## config.mk

```make
export PLATFORM = sky130hd
export DESIGN_NAME = dmem_access_ctrl
export DESIGN_NICKNAME = d
export VERILOG_FILES = /design/src/rtl/dmem_access_ctrl_pkg.sv /design/src/rtl/dmem_lane_fmt.sv /design/src/rtl/dmem_access_ctrl.sv
export SDC_FILE = /design/constraint.sdc
export NUM_CORES = 1
export LEC_CHECK = 0
export BUFFER_PORTS_ARGS = -buffer_cell sky130_fd_sc_hd__buf_2
export CELL_PAD_IN_SITES_DETAIL_PLACEMENT = 1
export CELL_PAD_IN_SITES_GLOBAL_PLACEMENT = 1
export CORE_MARGIN = 1.5
export CORE_UTILIZATION = 37
export DETAILED_ROUTE_END_ITERATION = 6
export PLACE_DENSITY = 0.87
export REMOVE_ABC_BUFFERS = 1
export SLEW_MARGIN = 20
export SYNTH_ARGS = -nofsm -noshare
export SYNTH_HDL_FRONTEND = slang
export SYNTH_HIERARCHICAL = 1
export SYNTH_SLANG_ARGS = --single-unit
```

## constraint.sdc

```tcl
create_clock -name clk -period 3.63 [get_ports clk]
set_clock_uncertainty 0.2 [all_clocks]
set_input_delay 0.5445 -clock clk [delete_from_list [all_inputs] [get_ports clk]]
set_output_delay 0.5445 -clock clk [all_outputs]
set_load 0.05 [all_outputs]
```

## src/rtl/dmem_access_ctrl_pkg.sv

```systemverilog
// Shared types and constants for the data-memory access controller.
package dmem_access_ctrl_pkg;

  typedef enum logic [1:0] {
    IDLE = 2'd0,
    REQ  = 2'd1,
    WAIT = 2'd2,
    DONE = 2'd3
  } mem_ctrl_state_e;

  localparam int unsigned kBYTE_LANES = 4;
  localparam int unsigned kDATA_W     = kBYTE_LANES * 8;
  localparam int unsigned kADDR_W     = 32;

  // Request fields are sized to the widest supported address; the top narrows on output.
  typedef struct packed {
    logic [kADDR_W-1:0]     addr;
    logic                   we;
    logic [kBYTE_LANES-1:0] mask;
    logic [kDATA_W-1:0]     wdata;
  } mem_req_s;

endpackage

```

## src/rtl/dmem_lane_fmt.sv

```systemverilog
// Byte-lane formatting: store replicate/mask and load lane-select with zero-extend.
module dmem_lane_fmt
  import dmem_access_ctrl_pkg::*;
(
  input  logic                   st_is_byte,
  input  logic [1:0]             st_lane,
  input  logic [kDATA_W-1:0]     st_wdata,
  output logic [kBYTE_LANES-1:0] st_mask,
  output logic [kDATA_W-1:0]     st_data,
  input  logic                   ld_is_byte,
  input  logic [1:0]             ld_lane,
  input  logic [kDATA_W-1:0]     ld_rdata,
  output logic [kDATA_W-1:0]     ld_data
);

  always_comb begin
    st_mask = '1;
    st_data = st_wdata;
    if (st_is_byte) begin
      st_mask = kBYTE_LANES'(1) << st_lane;
      st_data = {kBYTE_LANES{st_wdata[7:0]}};
    end
  end

  always_comb begin
    ld_data = ld_rdata;
    if (ld_is_byte) begin
      ld_data = kDATA_W'(ld_rdata[{ld_lane, 3'b000} +: 8]);
    end
  end

endmodule

```

## src/rtl/dmem_access_ctrl.sv

```systemverilog
// Data-memory load/store sequencer: valid/yumi request, response capture, pipeline stall.
module dmem_access_ctrl
  import dmem_access_ctrl_pkg::*;
#(
  parameter int unsigned ADDR_W    = 32,
  parameter int unsigned DATA_W    = 32,
  parameter int unsigned RF_ADDR_W = 5,
  parameter int unsigned TIMEOUT   = 255
) (
  input  logic                 clk,
  input  logic                 n_reset,
  input  logic                 start_i,
  input  logic                 is_load_i,
  input  logic                 is_store_i,
  input  logic                 is_byte_i,
  input  logic [ADDR_W-1:0]    addr_i,
  input  logic [DATA_W-1:0]    wdata_i,
  input  logic [RF_ADDR_W-1:0] rd_i,
  output logic                 mem_v_o,
  output logic [ADDR_W-1:0]    mem_addr_o,
  output logic                 mem_we_o,
  output logic [3:0]           mem_mask_o,
  output logic [DATA_W-1:0]    mem_wdata_o,
  input  logic                 mem_yumi_i,
  input  logic                 mem_resp_v_i,
  input  logic [DATA_W-1:0]    mem_rdata_i,
  output logic                 stall_o,
  output logic                 wb_v_o,
  output logic [RF_ADDR_W-1:0] wb_rd_o,
  output logic [DATA_W-1:0]    wb_data_o,
  output logic                 done_o,
  output logic                 err_o
);

  localparam int unsigned CNT_W = $clog2(TIMEOUT + 1);

  mem_ctrl_state_e        state_q, state_d;
  mem_req_s               req_q;
  logic                   is_load_q, is_byte_q, err_q, err_d;
  logic [1:0]             lane_q;
  logic [CNT_W-1:0]       cnt_q;
  logic [RF_ADDR_W-1:0]   rd_q;
  logic [DATA_W-1:0]      ld_data_q;
  logic                   accept, misalign, timeout_hit, capture;
  logic [kBYTE_LANES-1:0] st_mask;
  logic [kDATA_W-1:0]     st_data, ld_data;

  dmem_lane_fmt u_fmt (
    .st_is_byte (is_byte_i),
    .st_lane    (addr_i[1:0]),
    .st_wdata   (kDATA_W'(wdata_i)),
    .st_mask    (st_mask),
    .st_data    (st_data),
    .ld_is_byte (is_byte_q),
    .ld_lane    (lane_q),
    .ld_rdata   (kDATA_W'(mem_rdata_i)),
    .ld_data    (ld_data)
  );

  assign misalign    = !is_byte_i && (addr_i[1:0] != 2'b00);
  assign timeout_hit = (cnt_q == CNT_W'(TIMEOUT - 1));

  always_comb begin
    state_d = state_q;
    accept  = 1'b0;
    capture = 1'b0;
    err_d   = err_q;
    unique case (state_q)
      IDLE, DONE: begin
        state_d = IDLE;
        if (start_i) begin
          accept  = 1'b1;
          err_d   = misalign;
          state_d = misalign ? DONE : REQ;
        end
      end
      // A completing handshake in the final budgeted cycle wins over the timeout.
      REQ: begin
        if (mem_yumi_i) begin
          state_d = req_q.we ? DONE : WAIT;
        end else if (timeout_hit) begin
          state_d = DONE;
          err_d   = 1'b1;
        end
      end
      WAIT: begin
        if (mem_resp_v_i) begin
          capture = 1'b1;
          state_d = DONE;
        end else if (timeout_hit) begin
          state_d = DONE;
          err_d   = 1'b1;
        end
      end
      default: state_d = IDLE;
    endcase
  end

  always_ff @(posedge clk) begin
    if (!n_reset) begin
      state_q   <= IDLE;
      req_q     <= '0;
      is_load_q <= 1'b0;
      is_byte_q <= 1'b0;
      lane_q    <= '0;
      err_q     <= 1'b0;
      cnt_q     <= '0;
      rd_q      <= '0;
      ld_data_q <= '0;
    end else begin
      state_q <= state_d;
      err_q   <= err_d;
      if (accept) begin
        req_q.addr  <= kADDR_W'({addr_i[ADDR_W-1:2], 2'b00});
        req_q.we    <= is_store_i;
        req_q.mask  <= st_mask;
        req_q.wdata <= st_data;
        // Store takes precedence if decode ever raises both flags.
        is_load_q   <= !is_store_i;
        is_byte_q   <= is_byte_i;
        lane_q      <= addr_i[1:0];
        rd_q        <= rd_i;
        cnt_q       <= '0;
      end else if (state_q == REQ || state_q == WAIT) begin
        cnt_q <= cnt_q + 1'b1;
      end
      if (capture) begin
        ld_data_q <= DATA_W'(ld_data);
      end
    end
  end

  assign mem_v_o     = (state_q == REQ);
  assign mem_addr_o  = req_q.addr[ADDR_W-1:0];
  assign mem_we_o    = req_q.we;
  assign mem_mask_o  = req_q.mask;
  assign mem_wdata_o = DATA_W'(req_q.wdata);
  assign stall_o     = (state_q == REQ) || (state_q == WAIT) || accept;
  assign done_o      = (state_q == DONE);
  assign err_o       = (state_q == DONE) && err_q;
  assign wb_v_o      = (state_q == DONE) && !err_q && is_load_q;
  assign wb_rd_o     = rd_q;
  assign wb_data_o   = ld_data_q;

endmodule
```

# Yosys cells after proc, flatten, opt, wreduce, memory -nomap -nowiden
# Cells that the tools add are included.
[classes]
add_sub_neg = 1
n_eq_ne = 7
n_shift = 2
n_mux = 19
bitwise_logic = 1
reduce_logical = 14
[op_table]
columns = ["op", "n"]
rows = [
  ["$mux 32", 2],
  ["$shiftx 32x6->8", 1],
  ["$mux 2", 5],
  ["$mux 1", 9],
  ["$add 8x1->8 const B", 1],
  ["$eq 8x8->1 const B", 1],
  ["$ne 2x2->1 const B", 3],
  ["$pmux 2 s3", 1],
  ["$eq 2x2->1 const B", 2],
  ["$logic_and 1x1->1", 4],
  ["$mux 4", 1],
  ["$reduce_or 2->1", 2],
  ["$shl 1x2->4 const A", 1],
  ["$logic_not 1->1", 3],
  ["$pmux 1 s3", 1],
  ["$reduce_and 3->1", 1],
  ["$eq 2x1->1 const B", 1],
  ["$logic_not 2->1", 1],
  ["$logic_or 1x1->1", 2],
  ["$reduce_bool 2->1", 1],
  ["$not 1->1", 1],
]
[totals]
register_bits = 119
out_inout_bits = 111
wordCells = 56

# Longest topological paths before layout
[logic_depth]
depth_word = 5
mapped_depth = 8
ltp_nobuf = 5

# Hierarchy
# Netlist, hierarchy kept.
[by_module_without_submodules]
columns = ["module", "n_inst", "cells_per_inst", "area_per_inst_um2", "seq_area_each_um2"]
rows = [
  ["dmem_access_ctrl", 1, 547, 4630.7, 2382.3],
  ["dmem_lane_fmt", 1, 138, 909.6, 0.0],
]

# Worst setup path before layout
# No wires, ideal clock.
[synth_timing]
path_type = "reg2out"
startpoint = "reg state_q[1]"
endpoint = "out wb_v_o"
arrival_ns = 1.594
required_ns = 2.885
path_slack_ns = 1.292
stages_incl_launch_ff = 4
path_buffers = 0
path_cell_list = "dfxtp_1 -> ha_1 -> nand2_1 -> nor2_1"
[synth_between]
elab_chain_cells = 3
[synth_lines]
columns = ["item", "line_no", "source"]
rows = [
  ["start: declaration", "dmem_access_ctrl.sv:37", "mem_ctrl_state_e state_q, state_d;"],
  ["start signal: assignment", "dmem_access_ctrl.sv:111", "state_q <= state_d;"],
  ["$eq 2x2->1", "n/a", ""],
  ["via done_o", "dmem_access_ctrl.sv:31", "output logic done_o,"],
  ["$logic_and 1x1->1 (2 in series)", "dmem_access_ctrl.sv:141", "assign wb_v_o = (state_q == DONE) && !err_q && is_load_q;"],
  ["end: declaration", "dmem_access_ctrl.sv:28", "output logic wb_v_o,"],
]
# The timed path passes the listed nets, and every way through them passes these cells.

# Worst setup path after layout
[layout_timing]
startpoint = "reg state_q[0]"
endpoint = "out stall_o"
[layout_between]
elab_chain_cells = 4
word_cells_on_any_way = 8
cone_classes = "3 x eq/ne; 1 x mux; 4 x reduce/logical"
[layout_lines]
columns = ["item", "line_no", "source"]
rows = [
  ["$eq 2x2->1 or $logic_not 2->1 (tied branches)", "dmem_access_ctrl.sv:68", "unique case (state_q)"],
  ["$reduce_or 2->1", "dmem_access_ctrl.sv:68", ""],
  ["$mux 1", "dmem_access_ctrl.sv:68", ""],
  ["$logic_or 1x1->1 (*)", "dmem_access_ctrl.sv:138", "assign stall_o = (state_q == REQ) || (state_q == WAIT) || accept;"],
  ["end: declaration", "dmem_access_ctrl.sv:27", "output logic stall_o,"],
]
# Every way passes the cells marked *; elsewhere a longest branch is shown, timed or not.

==> metrics.md <==
| Metric | Value |
|---|---|
| Synth Register Bits | 119 |
| CTS tree | yes |
| CTS hold repair buffers | 0 |
| Inserted Clock Buffers | 17 |
| Critical Path Sink Type | output pin |
| Initial core utilization | 38.0% |
| PortBufs | 216 |
| N_diodes | 0 |
| CTS Root Cell | clkbuf_16 |
| Slew @ Worst Pin | 0.859 ns |
| F_max | 391 MHz |
| Critical path's slowest cell | ha_1 |
| Area contributors post-synth | dfxtp_1 (43%), nand2_1 (15%), a21boi_0 (11%) |
| Max_slew headroom | 42.7% |
| Post-CTS setup buffers | 0 |
| Clock tree buffer depth | 2 |
| Post-Route WL | 15.9 mm |
| DR vias/cell | 4.80 |
| Top cell type's share of synthesized area | 43.0% |
| Crit-path max FO | 14 |
| Layout cells sized above 1 | 30.5% |
| Hold Crit Class | input port to flip-flop |
| Nets | 987 |
| RSZ-0062 raised after global routing | no |
| Total power | 3.74 mW |
| Post-cts resize count | 0 |
| GP Congestion | 0.733 |
| Via count | 5130 |
| Arr. time, crit path | 1.81 ns |
| Max-Cap Viols | 0 |
| Die height | 125 um |
| Pre-antenna DRT Iters | 4 |
| Pin count of the biggest net entering global routing | 51 |
| Register area share after synthesis | 43.0% |
| Clock latency on the worst-skew pair | 0.41 ns |
| IO Pins | 220 |
| Die X | 125 um |
| First-pass GRT wire length | 26.3 mm |
| Power per cell area | 522 mW/mm^2 |
| # H-tree levels | 4 |
| CTS sink count | 119 |
| Clk slew on worst S/H paths | 0.05 ns |
| Vias in the first global route | 5309 |
| Min cycle time layout | 2.56 ns |
| Ys Warns | 6 |
| Layout area overhead | 29.6% |
| Final setup viols | 0 |
| Post-synth top area cell | dfxtp_1 |
| Final instance area | 0.00718 sq mm |
| Leakage dissipation | 3.34 nW |
| Grt ovf | 0 |
| Row Count | 44 |
| GRT Util Overall | 20.7% |
| Slew Viols, Final | 0 |
| Avg Inst Size Synth | 8.09 sq um |
| Req. time, crit path | 2.89 ns |
| Crit Path Category | flip-flop to output pin |
| Result of the run | finished, final reports clean |
| Critical-path cell list | inv_1 > ha_1 > nand2b_1 > buf_2 |
| Post-Syn Area | 0.00554 sq mm |
| # DRC | 0 |
| Antenna viol nets, final | 0 |
| Yosys cell types | 43 |
| Number of DRC markers in iteration 0 | 167 |
| Die Footprint | 0.0157 sq mm |
| Hpwl dp | 11.1 mm |
| Peak VDD IR | 0.279 mV |
| Startpoint types | flip-flop |
| Initial antenna violation count | 0 |
| Final setup TNS | 0 ns |
| Final Hold Fails | 0 |
| Core area | 0.0146 sq mm |
| Synth Instances | 685 |
| Period utilization | 70.4% |
| WL per Instance | 14.9 um |
| Placed inst area | 0.00662 sq mm |
| Largest incremental delay on the critical path | 0.55 ns |
cell families after synthesis:
group	share of synthesized area, %
fa+ha+maj	1.13
other cells	0.0677
xor+xnor	0.632
flops	43.0
simple gates	23.4
compound gates	21.5
buf+inv	8.79
mux	1.45
sequential cells by signal (all words and copies together), names as in the netlist:
signal       count
state_q          2
mem_addr_o      30
is_load_q        1
lane_q           2
cnt_q            8
mem_wdata_o     32
wb_rd_o          5
mem_mask_o       4
err_q            1
is_byte_q        1
wb_data_o       32
mem_we_o         1
synth_stat cells:
| library cell | n |
|---|---|
| and2_1 | 3 |
| clkbuf_2 | 1 |
| nand4b_4 | 1 |
| nand4_1 | 2 |
| o31a_1 | 1 |
| buf_8 | 1 |
| o21ai_0 | 33 |
| xor2_1 | 3 |
| inv_1 | 39 |
| o21bai_1 | 1 |
| o311a_1 | 1 |
| nand3b_1 | 1 |
| o21ai_4 | 1 |
| nor4_1 | 1 |
| a211oi_1 | 1 |
| buf_6 | 7 |
| and2_4 | 1 |
| ha_1 | 5 |
| nand2_1 | 227 |
| mux2i_1 | 8 |
| or3_1 | 3 |
| a21boi_0 | 79 |
| o21ai_1 | 1 |
| nand3_1 | 4 |
| clkbuf_1 | 21 |
| conb_1 | 1 |
| xnor2_1 | 1 |
| nand2b_1 | 2 |
| a21boi_1 | 28 |
| a22oi_1 | 1 |
| buf_4 | 12 |
| a21oi_1 | 8 |
| and4b_1 | 1 |
| and4bb_1 | 4 |
| buf_1 | 2 |
| and2b_1 | 7 |
| buf_2 | 13 |
| nor2_1 | 9 |
| a221oi_2 | 8 |
| dfxtp_1 | 119 |
| and4bb_2 | 4 |
| nor2b_1 | 18 |
| nand4b_1 | 1 |
metal layers:
metal,part of all wire [%],global-route usage [%]
met2,48,35.6
met4,1.3,7.22
met1,43,24.1
met3,7.4,7.02
met5,0,0
cells in the final DEF, fill, tap and decap left out, types with 2 or more instances in the layout:
cell,synthesis,final
nand2_1,227,226
buf_2,13,216
dfxtp_1,119,119
a21boi_0,79,79
inv_1,39,39
o21ai_0,33,33
a21boi_1,28,28
nor2b_1,18,18
clkbuf_16,0,17
nor2_1,9,9
a21oi_1,8,8
mux2i_1,8,8
a221oi_2,8,8
and2b_1,7,7
clkinv_2,0,6
buf_4,12,6
ha_1,5,5
nand3_1,4,4
and4bb_2,4,4
and4bb_1,4,4
xor2_1,3,3
or3_1,3,3
clkbuf_1,21,3
buf_12,0,3
nand2b_1,2,2
and2_1,3,2
nand4_1,2,2
conb_1,1,2
clkinvlp_4,0,2
bufinv_16,0,2
stage by stage:
step	instances	utilization, %	hold slack, ns	setup WS (ns)
after floorplan	629	-	0.258	0.723
after global placement	1038	45.4	0.237	1.22
after detailed placement	1038	45.4	0.242	1.12
after CTS	1069	49.2	0.102	1.03
after global routing	1069	49.2	0.117	0.918
final	1069	49.2	0.127	1.07
critical path: cells and delay by family (launching register included):
kind	cells	cell delay, ns
buffers and inverters	2	0.32
adders and majority gates	1	0.55
and+or+nand+nor	1	0.18
DFF	1	0.35
path summary, 6_finish.rpt:
| check | from | endpoint | slack (ns) | cells past startpoint |
|---|---|---|---|---|
| hold / removal | is_store_i | is_load_q | 0.13 | 2 |
| setup / recovery | state_q[0] | stall_o | 1.07 | 4 |
| setup reg to reg | state_q[0] | mem_wdata_o[12] | 1.15 | 6 |
| hold reg to reg | mem_addr_o[18] | mem_addr_o[18] | 0.25 | 2 |
area by class of cell:
cell class,instances,area (sq um)
Clock buffer,21,450
Clock inverter,10,105
Fill cell,1822,7410
Inverter,39,146
Multi-Input combinational cell,471,2680
Sequential cell,119,2380
Tap cell,184,230
Timing Repair Buffer,225,1190
power by group:
group,switching [mW],internal [mW]
Clock,0.583,1.01
Sequential,0.0461,1.39
Combinational,0.503,0.212
No activity file was read; power rests on OpenSTA's default activity.
